===== src/rtl/thor2024_commit_ctrl.sv =====
// In-order dual-retire commit controller for the issue queue.
// Retires up to two entries per cycle from the head pair, and turns an
// exception at the oldest entry into a request/acknowledge handshake
// followed by a one-cycle queue flush.
module thor2024_commit_ctrl #(
    parameter int unsigned QENTRIES = 8,
    localparam int unsigned QW = $clog2(QENTRIES),
    localparam int unsigned CW = QW + 1
) (
    input  logic                clk,
    input  logic                rst,
    input  logic [QENTRIES-1:0] iq_v,
    input  logic [QENTRIES-1:0] iq_done,
    input  logic [QENTRIES-1:0] iq_exc,
    input  logic [QW-1:0]       tail0,
    input  logic                exc_ack,
    output logic [QW-1:0]       head0,
    output logic [QW-1:0]       head1,
    output logic                commit0,
    output logic                commit1,
    output logic                exc_req,
    output logic                flush,
    output logic [CW-1:0]       count,
    output logic                full,
    output logic                empty
);

    typedef enum logic [1:0] {StRun, StExc, StFlush} state_e;

    state_e          r_state;
    logic [QW-1:0]   r_head0;
    logic            r_commit0;
    logic            r_commit1;
    logic            r_exc_req;
    logic            r_flush;
    logic [CW-1:0]   r_count;

    logic [QW-1:0]   w_head1;
    logic            w_c0;
    logic            w_c1;
    logic            w_head_exc;
    logic [QW-1:0]   w_adv;
    logic [CW-1:0]   w_pop;

    assign w_head1 = r_head0 + QW'(1);

    // Retire eligibility at the head pair; head1 may only retire alongside head0
    always_comb begin
        w_c0       = iq_v[r_head0] & iq_done[r_head0] & ~iq_exc[r_head0];
        w_c1       = w_c0 & iq_v[w_head1] & iq_done[w_head1] & ~iq_exc[w_head1];
        w_head_exc = iq_v[r_head0] & iq_done[r_head0] & iq_exc[r_head0];
        w_adv      = w_c1 ? QW'(2) : (w_c0 ? QW'(1) : '0);
    end

    // Occupancy popcount of the valid vector
    always_comb begin
        w_pop = '0;
        for (int unsigned i = 0; i < QENTRIES; i++) begin
            w_pop = w_pop + CW'(iq_v[i]);
        end
    end

    // Commit FSM with registered pulses, head pointer and occupancy count
    always_ff @(posedge clk) begin
        if (rst) begin
            r_state   <= StRun;
            r_head0   <= '0;
            r_commit0 <= 1'b0;
            r_commit1 <= 1'b0;
            r_exc_req <= 1'b0;
            r_flush   <= 1'b0;
            r_count   <= '0;
        end else begin
            r_count   <= w_pop;
            r_commit0 <= 1'b0;
            r_commit1 <= 1'b0;
            r_flush   <= 1'b0;
            case (r_state)
                StRun: begin
                    if (w_head_exc) begin
                        r_state   <= StExc;
                        r_exc_req <= 1'b1;
                    end else begin
                        r_commit0 <= w_c0;
                        r_commit1 <= w_c1;
                        r_head0   <= r_head0 + w_adv;
                    end
                end
                StExc: begin
                    if (exc_ack) begin
                        r_state   <= StFlush;
                        r_exc_req <= 1'b0;
                        r_flush   <= 1'b1;
                    end
                end
                StFlush: begin
                    // Queue is being emptied; restart retirement at the allocation point
                    r_state <= StRun;
                    r_head0 <= tail0;
                end
                default: begin
                    r_state <= StRun;
                end
            endcase
        end
    end

    assign head0   = r_head0;
    assign head1   = w_head1;
    assign commit0 = r_commit0 & ~r_flush;
    assign commit1 = r_commit1 & ~r_flush;
    assign exc_req = r_exc_req;
    assign flush   = r_flush;
    assign count   = r_count;
    assign empty   = (r_count == '0);
    // One slot held back so a dual enqueue never overruns the queue
    assign full    = (r_count >= CW'(QENTRIES - 1));

endmodule


===== config.mk =====
export PLATFORM = sky130hd
export DESIGN_NAME = thor2024_commit_ctrl
export DESIGN_NICKNAME = d
export VERILOG_FILES = /design/src/rtl/thor2024_commit_ctrl.sv
export SDC_FILE = /design/constraint.sdc
export NUM_CORES = 1
export LEC_CHECK = 0
export BUFFER_PORTS_ARGS = -buffer_cell sky130_fd_sc_hd__buf_2
export CAP_MARGIN = 30
export CORE_ASPECT_RATIO = 0.9
export CORE_MARGIN = 2
export CORE_UTILIZATION = 40
export CTS_CLUSTER_DIAMETER = 120
export CTS_CLUSTER_SIZE = 20
export DETAILED_ROUTE_END_ITERATION = 12
export PLACE_DENSITY = 0.79
export SLEW_MARGIN = 20
export SYNTH_ARGS = -nofsm -noshare
export SYNTH_HDL_FRONTEND = slang
export SYNTH_SLANG_ARGS = --single-unit

===== constraint.sdc =====
create_clock -name clk -period 6.7 [get_ports clk]
set_input_delay 1.005 -clock clk [delete_from_list [all_inputs] [get_ports clk]]
set_output_delay 1.005 -clock clk [all_outputs]
set_load 0.005 [all_outputs]

==> results.json, run 1 <==
{
  "holdCritPathClass": "flop to flop",
  "first_pass_iters": 4,
  "floorplan.core_area_um2": 2420,
  "grt_first_pass_wirelength_mm": 3.92,
  "highest_net_fanout_along_the_worst_path": 2,
  "ys_dominant_reg_cell": "sky130_fd_sc_hd__dfxtp_1",
  "worstPathBufferInverterCount": 4,
  "crit_top_cell": "sky130_fd_sc_hd__fa_1",
  "sequential_group_share_of_total_power": 0.412,
  "final_util": 0.525,
  "yosysTopAreaCell": "sky130_fd_sc_hd__dfxtp_1",
  "initial_utilization": 0.415,
  "num_vias": 985,
  "postSynthRegisterBits": 13,
  "postSynthCellCount": 110,
  "die-area_um2": 2930,
  "finalClockSkew_ns": 0.00262,
  "cts_htree_levels": 1,
  "clock-sinks": 13,
  "wl_met2_mm": 1.24,
  "dpl.hpwl_mm": 2.08,
  "track_usage": 0.178,
  "worstReg2RegStart": "head0[0]$_SDFFE_PP0P_",
  "start_kind": "input pin",
  "max_slew_margin": 0.656,
  "timing_max_transition_violations_final": 0,
  "switching_share": 0.343,
  "internal_power_consumption_uw": 157,
  "cap_viol_max_count": 0,
  "max_slew.worst_pin.slew_ns": 0.515,
  "whs_endpoint": "exc_req$_SDFFE_PP0P_",
  "drc": 0,
  "power.density_nw_per_um2": 187,
  "timing.setup.critical_path_class": "input pin to flop",
  "clk_transition_reported_paths_ns": 0.08,
  "hold_violations": 0,
  "cp_slowest_stage_delay_ns": 0.55,
  "cp_cell_sequence": "buf_2, fa_1, inv_1, fa_1, fa_1, inv_1, ha_1, inv_1, fa_1, xor2_1, nor2_1",
  "number_of_antenna_violations_at_the_first_check_in_global_routing": 0,
  "synthTopCellsByCount": "13 x sky130_fd_sc_hd__dfxtp_1, 12 x sky130_fd_sc_hd__inv_1, 12 x sky130_fd_sc_hd__nor2_1",
  "fmax_ghz": 0.300,
  "whs_path_depth": 2,
  "worst_skew_pair.late_latency_ns": 0.28,
  "layout.nets": 197,
  "crit-reg2reg-capture": "head0[1]$_SDFFE_PP0P_",
  "areaGrowthSynthToFinish_pct": 26.6,
  "routed_wire_length_per_instance_um": 13.4,
  "fp-row-count": 17,
  "post_cts_resized": 0,
  "routedLengthMet1_mm": 1.01,
  "synthMostInstantiatedCell": "sky130_fd_sc_hd__dfxtp_1",
  "syn_avg_cell_area_um2": 9.15,
  "drtIter0Drc": 27,
  "synth_area_leaders": "sky130_fd_sc_hd__dfxtp_1 26%, sky130_fd_sc_hd__fa_1 10%, sky130_fd_sc_hd__mux4_2 6.7%",
  "r2r_slack_ns": 3.41,
  "syn_nets": 150,
  "final_min_period_over_clock_period": 0.498,
  "grt_pass1_vias": 955,
  "reg2reg_depth": 11,
  "setup_violations": 0,
  "ys.warnings.count": 0,
  "route.detailed.vias_per_inst": 5.35,
  "cts-hold-fix-buffers": 0,
  "timing.hold.worst.start": "exc_req$_SDFFE_PP0P_",
  "yosys.cell_types.count": 32,
  "antenna-diode-count": 0,
  "ctsRootBufferMaster": "sky130_fd_sc_hd__clkbuf_4",
  "highest-signal-layer": "met4",
  "place.gp.congestion": 0.839,
  "met3_wirelength_um": 175,
  "ios": 46,
  "largest_net_degree_at_the_start_of_global_routing": 16,
  "total_power_uw": 238,
  "vdd.ir_drop.worst_uv": 122,
  "floorplan.die.height_um": 51.6,
  "p_comb_frac": 0.379,
  "critPathRequiredTime_ns": 6.87,
  "detail_route.wirelength_mm": 2.47,
  "switching_power_uw": 81.7,
  "synth_area_um2": 1010,
  "ctsLongestPathBuffers": 2,
  "outcome": "finished clean",
  "tritoncts_clock_tree": "built",
  "post-synth-top-area-fraction": 0.259,
  "critPathArrivalTime_ns": 3.50,
  "ys_seq_area_frac": 0.259,
  "p_leak_nw": 0.654,
  "cpLargestDelayFamily": "adder cells",
  "category_of_the_worst_setup_path_capture_point": "flop",
  "post-cts-setup-buffers": 0,
  "globalRouteOverflowTotal": 0,
  "final_antenna_net_count": 0,
  "min_period_ns": 3.33,
  "grt_setup_unrepaired": "false",
  "floorplan.die.width_um": 56.9,
  "drive_gt1_frac": 0.353,
  "portBuffers": 45,
  "fin_tns_setup_ns": 0,
  "cpMaxStageDelayCell": "sky130_fd_sc_hd__fa_1",
  "numCtsBuffers": 3,
  "async_sr_flop_fraction": 0,
  "pwr-share-clk": 0.209,
  "synth-edff-count": 0
}
[tightest hold or removal path, delay by kind of cell, from the launching register on]
family,cells,cell delay [ns]
compound gates,1,0.07
buf+inv,1,0.05
flops,1,0.33
[cell usage in the layout (no fill, tap or decap)]
| cell type | instances |
|---|---|
| sky130_fd_sc_hd__a2111oi_0 | 1 |
| sky130_fd_sc_hd__a211oi_1 | 1 |
| sky130_fd_sc_hd__a21o_1 | 3 |
| sky130_fd_sc_hd__a21oi_1 | 4 |
| sky130_fd_sc_hd__a31o_2 | 1 |
| sky130_fd_sc_hd__and3_1 | 2 |
| sky130_fd_sc_hd__and3b_1 | 1 |
| sky130_fd_sc_hd__and4bb_1 | 1 |
| sky130_fd_sc_hd__buf_2 | 45 |
| sky130_fd_sc_hd__clkbuf_1 | 1 |
| sky130_fd_sc_hd__clkbuf_4 | 3 |
| sky130_fd_sc_hd__dfxtp_1 | 13 |
| sky130_fd_sc_hd__fa_1 | 5 |
| sky130_fd_sc_hd__ha_1 | 5 |
| sky130_fd_sc_hd__inv_1 | 12 |
| sky130_fd_sc_hd__mux2_2 | 2 |
| sky130_fd_sc_hd__mux2i_1 | 3 |
| sky130_fd_sc_hd__mux4_1 | 1 |
| sky130_fd_sc_hd__mux4_2 | 3 |
| sky130_fd_sc_hd__nand2_1 | 7 |
| sky130_fd_sc_hd__nand3_1 | 4 |
| sky130_fd_sc_hd__nand4b_1 | 2 |
| sky130_fd_sc_hd__nor2_1 | 12 |
| sky130_fd_sc_hd__nor2b_1 | 7 |
| sky130_fd_sc_hd__nor3_1 | 3 |
| sky130_fd_sc_hd__nor3b_1 | 2 |
| sky130_fd_sc_hd__nor4_1 | 2 |
| sky130_fd_sc_hd__o21ai_0 | 4 |
| sky130_fd_sc_hd__o31ai_1 | 2 |
| sky130_fd_sc_hd__o32ai_1 | 1 |
| sky130_fd_sc_hd__or2b_1 | 1 |
| sky130_fd_sc_hd__xor2_1 | 1 |
| sky130_fd_sc_hd__xor2_2 | 1 |
[cell families after synthesis]
group / Yosys count / synth area share
muxes: 9 / 0.146
DFF: 13 / 0.259
adders and majority gates: 10 / 0.162
and+or+nand+nor: 44 / 0.235
buffers and inverters: 15 / 0.0634
xor gates and xnor gates: 2 / 0.0249
AOI/OAI and AO/OA: 17 / 0.111
[per-layer routing]
| metal | GRT usage | vias to the layer above |
|---|---|---|
| li1 | - | 476 |
| met2 | 0.337 | 44 |
| met1 | 0.192 | 461 |
| met4 | 0.0930 | 0 |
| met5 | 0 | - |
| met3 | 0.0299 | 4 |
[registers in the layout (all words and copies together) (netlist names)]
signal / flops
r_commit0: 1
head0: 3
flush: 1
r_commit1: 1
count: 4
r_state: 2
exc_req: 1
[how the worst max path moves through the flow]
stage	start	to	slack, ns	cells past startpoint
6_report	iq_v[0]	count[2]$_SDFF_PP0_	3.37	11
5_1_grt	head0[0]$_SDFFE_PP0P_	head0[1]$_SDFFE_PP0P_	3.19	11
4_1_cts	iq_v[0]	count[2]$_SDFF_PP0_	3.38	11
3_5_place_dp	iq_v[0]	count[2]$_SDFF_PP0_	3.07	11
3_3_place_gp	iq_v[0]	count[2]$_SDFF_PP0_	3.16	11
2_1_floorplan	iq_v[0]	count[2]$_SDFF_PP0_	3.32	10
[final cells by class]
type	instances	area, µm²
fillers	235	1150
multi-input cells	82	682
flip-flops and latches	13	260
repair buffers	45	225
inverters	12	45.0
well taps	28	35.0
clock buffers	4	26.3
[power groups by stage]
stage	sequential, mW	clock [mW]	combinational [mW]
finish	0.0981	0.0499	0.0903
global route	0.100	0.0538	0.102
CTS	0.0984	0.0508	0.0912
detailed placement	0.100	0	0.0905
global placement	0.0992	0	0.0850
floorplan	0.0965	0	0.0585
[through the flow]
stage | cells | cell area (µm²) | hold WS, ns | setup WS (ns)
2_1_floorplan | 110 | 1010 | 0.470 | 3.32
3_3_place_gp | 180 | 1250 | 0.475 | 3.16
3_5_place_dp | 180 | 1250 | 0.489 | 3.07
4_1_cts | 184 | 1270 | 0.498 | 3.38
5_1_grt | 184 | 1270 | 0.537 | 3.19
6_report | 184 | 1270 | 0.491 | 3.37
No activity file was read; power rests on OpenSTA's default activity.
==> inputs of run 2 (changes only) <==
--- a/config.mk
+++ b/config.mk
@@ -13,7 +13,7 @@
 export CTS_CLUSTER_DIAMETER = 120
 export CTS_CLUSTER_SIZE = 20
 export DETAILED_ROUTE_END_ITERATION = 12
-export PLACE_DENSITY = 0.79
+export PLACE_DENSITY = 0.82
 export SLEW_MARGIN = 20
 export SYNTH_ARGS = -nofsm -noshare
 export SYNTH_HDL_FRONTEND = slang
==> constraint.sdc (replaced) <==
create_clock -name clk -period 2.83 [get_ports clk]
set_input_delay 0.4245 -clock clk [delete_from_list [all_inputs] [get_ports clk]]
set_output_delay 0.4245 -clock clk [all_outputs]
set_load 0.005 [all_outputs]
==> run 2 against run 1 <==
Sequential cell count unchanged. Final cell count up 5.4%. Sequential share of layout area down 1.4 points. Die area unchanged.
==> results.json, run 2 (synthesized netlist as in run 1, its figures left out) <==
{
  "ctsRootBufferMaster": "sky130_fd_sc_hd__clkbuf_4",
  "start_kind": "flop",
  "fin_tns_setup_ns": 0,
  "fin_cells": 194,
  "ios": 46,
  "min_period_ns": 2.78,
  "setup_violations": 0,
  "placed_cells": 187,
  "tritoncts_clock_tree": "built",
  "cap_viol_max_count": 0,
  "final_cell_area_um2": 1380,
  "dpl.hpwl_mm": 2.13,
  "worstReg2RegStart": "head0[0]$_SDFFE_PP0P_",
  "max_slew_margin": 0.752,
  "worst_skew_pair.late_latency_ns": 0.27,
  "clk_transition_reported_paths_ns": 0.09,
  "drtIter0Drc": 44,
  "ctsLongestPathBuffers": 2,
  "floorplan.die.width_um": 56.9,
  "grt_first_pass_wirelength_mm": 4.24,
  "globalRouteOverflowTotal": 0,
  "detail_route.wirelength_mm": 2.58,
  "numCtsBuffers": 3,
  "reg2reg_depth": 12,
  "routed_wire_length_per_instance_um": 13.3,
  "route.detailed.vias_per_inst": 5.26,
  "fillCellCount": 242,
  "vdd.ir_drop.worst_uv": 356,
  "largest_reg_flops": 4,
  "timing.setup.critical_path_class": "flop to flop",
  "final_min_period_over_clock_period": 0.984,
  "critPathArrivalTime_ns": 2.95,
  "first_pass_iters": 4,
  "portBuffers": 45,
  "floorplan.core_area_um2": 2420,
  "grt_setup_unrepaired": "true",
  "place_area_um2": 1310,
  "fp-row-count": 17,
  "areaGrowthSynthToFinish_pct": 37.6,
  "place.gp.congestion": 0.788,
  "highest_net_fanout_along_the_worst_path": 6,
  "num_vias": 1020,
  "max_slew.worst_pin.slew_ns": 0.371,
  "drc": 0,
  "finalClockSkew_ns": 0.00550,
  "cts_htree_levels": 1,
  "critPathRequiredTime_ns": 2.99,
  "clock-sinks": 13,
  "fmax_ghz": 0.359,
  "holdWs_ns": 0.418,
  "drive_gt1_frac": 0.422,
  "final_antenna_net_count": 0,
  "whs_endpoint": "r_state[1]$_SDFFE_PP0P_",
  "r2r_slack_ns": 0.05,
  "category_of_the_worst_setup_path_capture_point": "flop",
  "hold_violations": 0,
  "antenna-diode-count": 0,
  "track_usage": 0.186,
  "outcome": "finished clean",
  "power.density_nw_per_um2": 425,
  "timing.hold.worst.start": "exc_ack",
  "timing_max_transition_violations_final": 0,
  "die-area_um2": 2930,
  "final_common_cell": "sky130_fd_sc_hd__buf_2",
  "p_leak_nw": 0.713,
  "floorplan.die.height_um": 51.6,
  "cts-hold-fix-buffers": 0,
  "number_of_antenna_violations_at_the_first_check_in_global_routing": 0,
  "initial_utilization": 0.415,
  "whs_path_depth": 2,
  "holdCritPathClass": "input pin to flop",
  "layout.nets": 207,
  "largest_net_degree_at_the_start_of_global_routing": 15,
  "grt_pass1_vias": 1041,
  "crit-reg2reg-capture": "head0[1]$_SDFFE_PP0P_",
  "most_frequent_cells_in_the_layout": "45 x sky130_fd_sc_hd__buf_2, 12 x sky130_fd_sc_hd__inv_1, 12 x sky130_fd_sc_hd__nor2_1, 11 x sky130_fd_sc_hd__dfxtp_1, 9 x sky130_fd_sc_hd__buf_4"
}
-- run 2: layout make-up --
class                   instances  area, µm²  area share
flip-flops and latches         13        263       0.190
multi-input cells              82        709       0.513
repair buffers                 55        304       0.220
inverters                      12       45.0      0.0325
clock buffers                   3       22.5      0.0163
well taps                      28       35.0      0.0253
clock inverters                 1       5.00     0.00362
-- run 2: worst max path at each step --
stage	from	endpoint	slack [ns]	depth (start not counted)
after detailed placement	iq_v[0]	count[2]$_SDFF_PP0_	-0.21	11
after global placement	iq_v[0]	count[2]$_SDFF_PP0_	-0.13	11
after floorplan	head0[0]$_SDFFE_PP0P_	head0[1]$_SDFFE_PP0P_	0.0005	11
after global routing	head0[0]$_SDFFE_PP0P_	head0[1]$_SDFFE_PP0P_	-0.07	12
final	head0[0]$_SDFFE_PP0P_	head0[1]$_SDFFE_PP0P_	0.05	12
after CTS	head0[1]$_SDFFE_PP0P_	head0[1]$_SDFFE_PP0P_	0.03	11
-- run 2: per-stage QoR --
| stage | worst slack, ns | power (mW) | utilization |
|---|---|---|---|
| after floorplan | 0.000549 | 0.368 | - |
| final | 0.0455 | 0.589 | 0.571 |
| after CTS | 0.0282 | 0.593 | 0.568 |
| after global placement | -0.129 | 0.451 | 0.542 |
| after detailed placement | -0.210 | 0.466 | 0.542 |
| after global routing | -0.0728 | 0.635 | 0.571 |
-- run 2: report_power, final --
part / leakage, nW / internal (mW) / switching (mW)
Combinational: 0.588 / 0.129 / 0.119
Clock: 0.0177 / 0.0523 / 0.0639
Sequential: 0.107 / 0.205 / 0.0195
Total: 0.713 / 0.386 / 0.202
-- run 2: worst max-delay path, cell delays in order, from the launching register on --
cell and delay, ns:
sky130_fd_sc_hd__dfxtp_2 0.35, sky130_fd_sc_hd__ha_4 0.17, sky130_fd_sc_hd__xor2_4 0.17, sky130_fd_sc_hd__buf_4 0.15
sky130_fd_sc_hd__nand4b_1 0.09, sky130_fd_sc_hd__o31ai_1 0.08, sky130_fd_sc_hd__mux4_2 0.50, sky130_fd_sc_hd__nor2_1 0.11
sky130_fd_sc_hd__ha_1 0.17, sky130_fd_sc_hd__fa_1 0.42, sky130_fd_sc_hd__mux2i_1 0.13, sky130_fd_sc_hd__nor2_1 0.06
sky130_fd_sc_hd__mux2_2 0.26
-- run 2: repair_timing --
action / CTS / global route
gates resized for setup: 2 / 3
setup buffers: 3 / 0
pin swaps: 1 / 1
endpoints found under the setup margin: 1 / 2
-- run 2: metal layers --
layer / up-vias / share of wire / GRT usage / routed length [µm]
met2: 34 / 0.54 / 0.384 / 1400
met4: 0 / 0 / 0.0349 / 0
met5: - / 0 / 0 / 0
met1: 486 / 0.40 / 0.197 / 1040
li1: 500 / - / - / -
met3: 0 / 0.053 / 0.0348 / 137
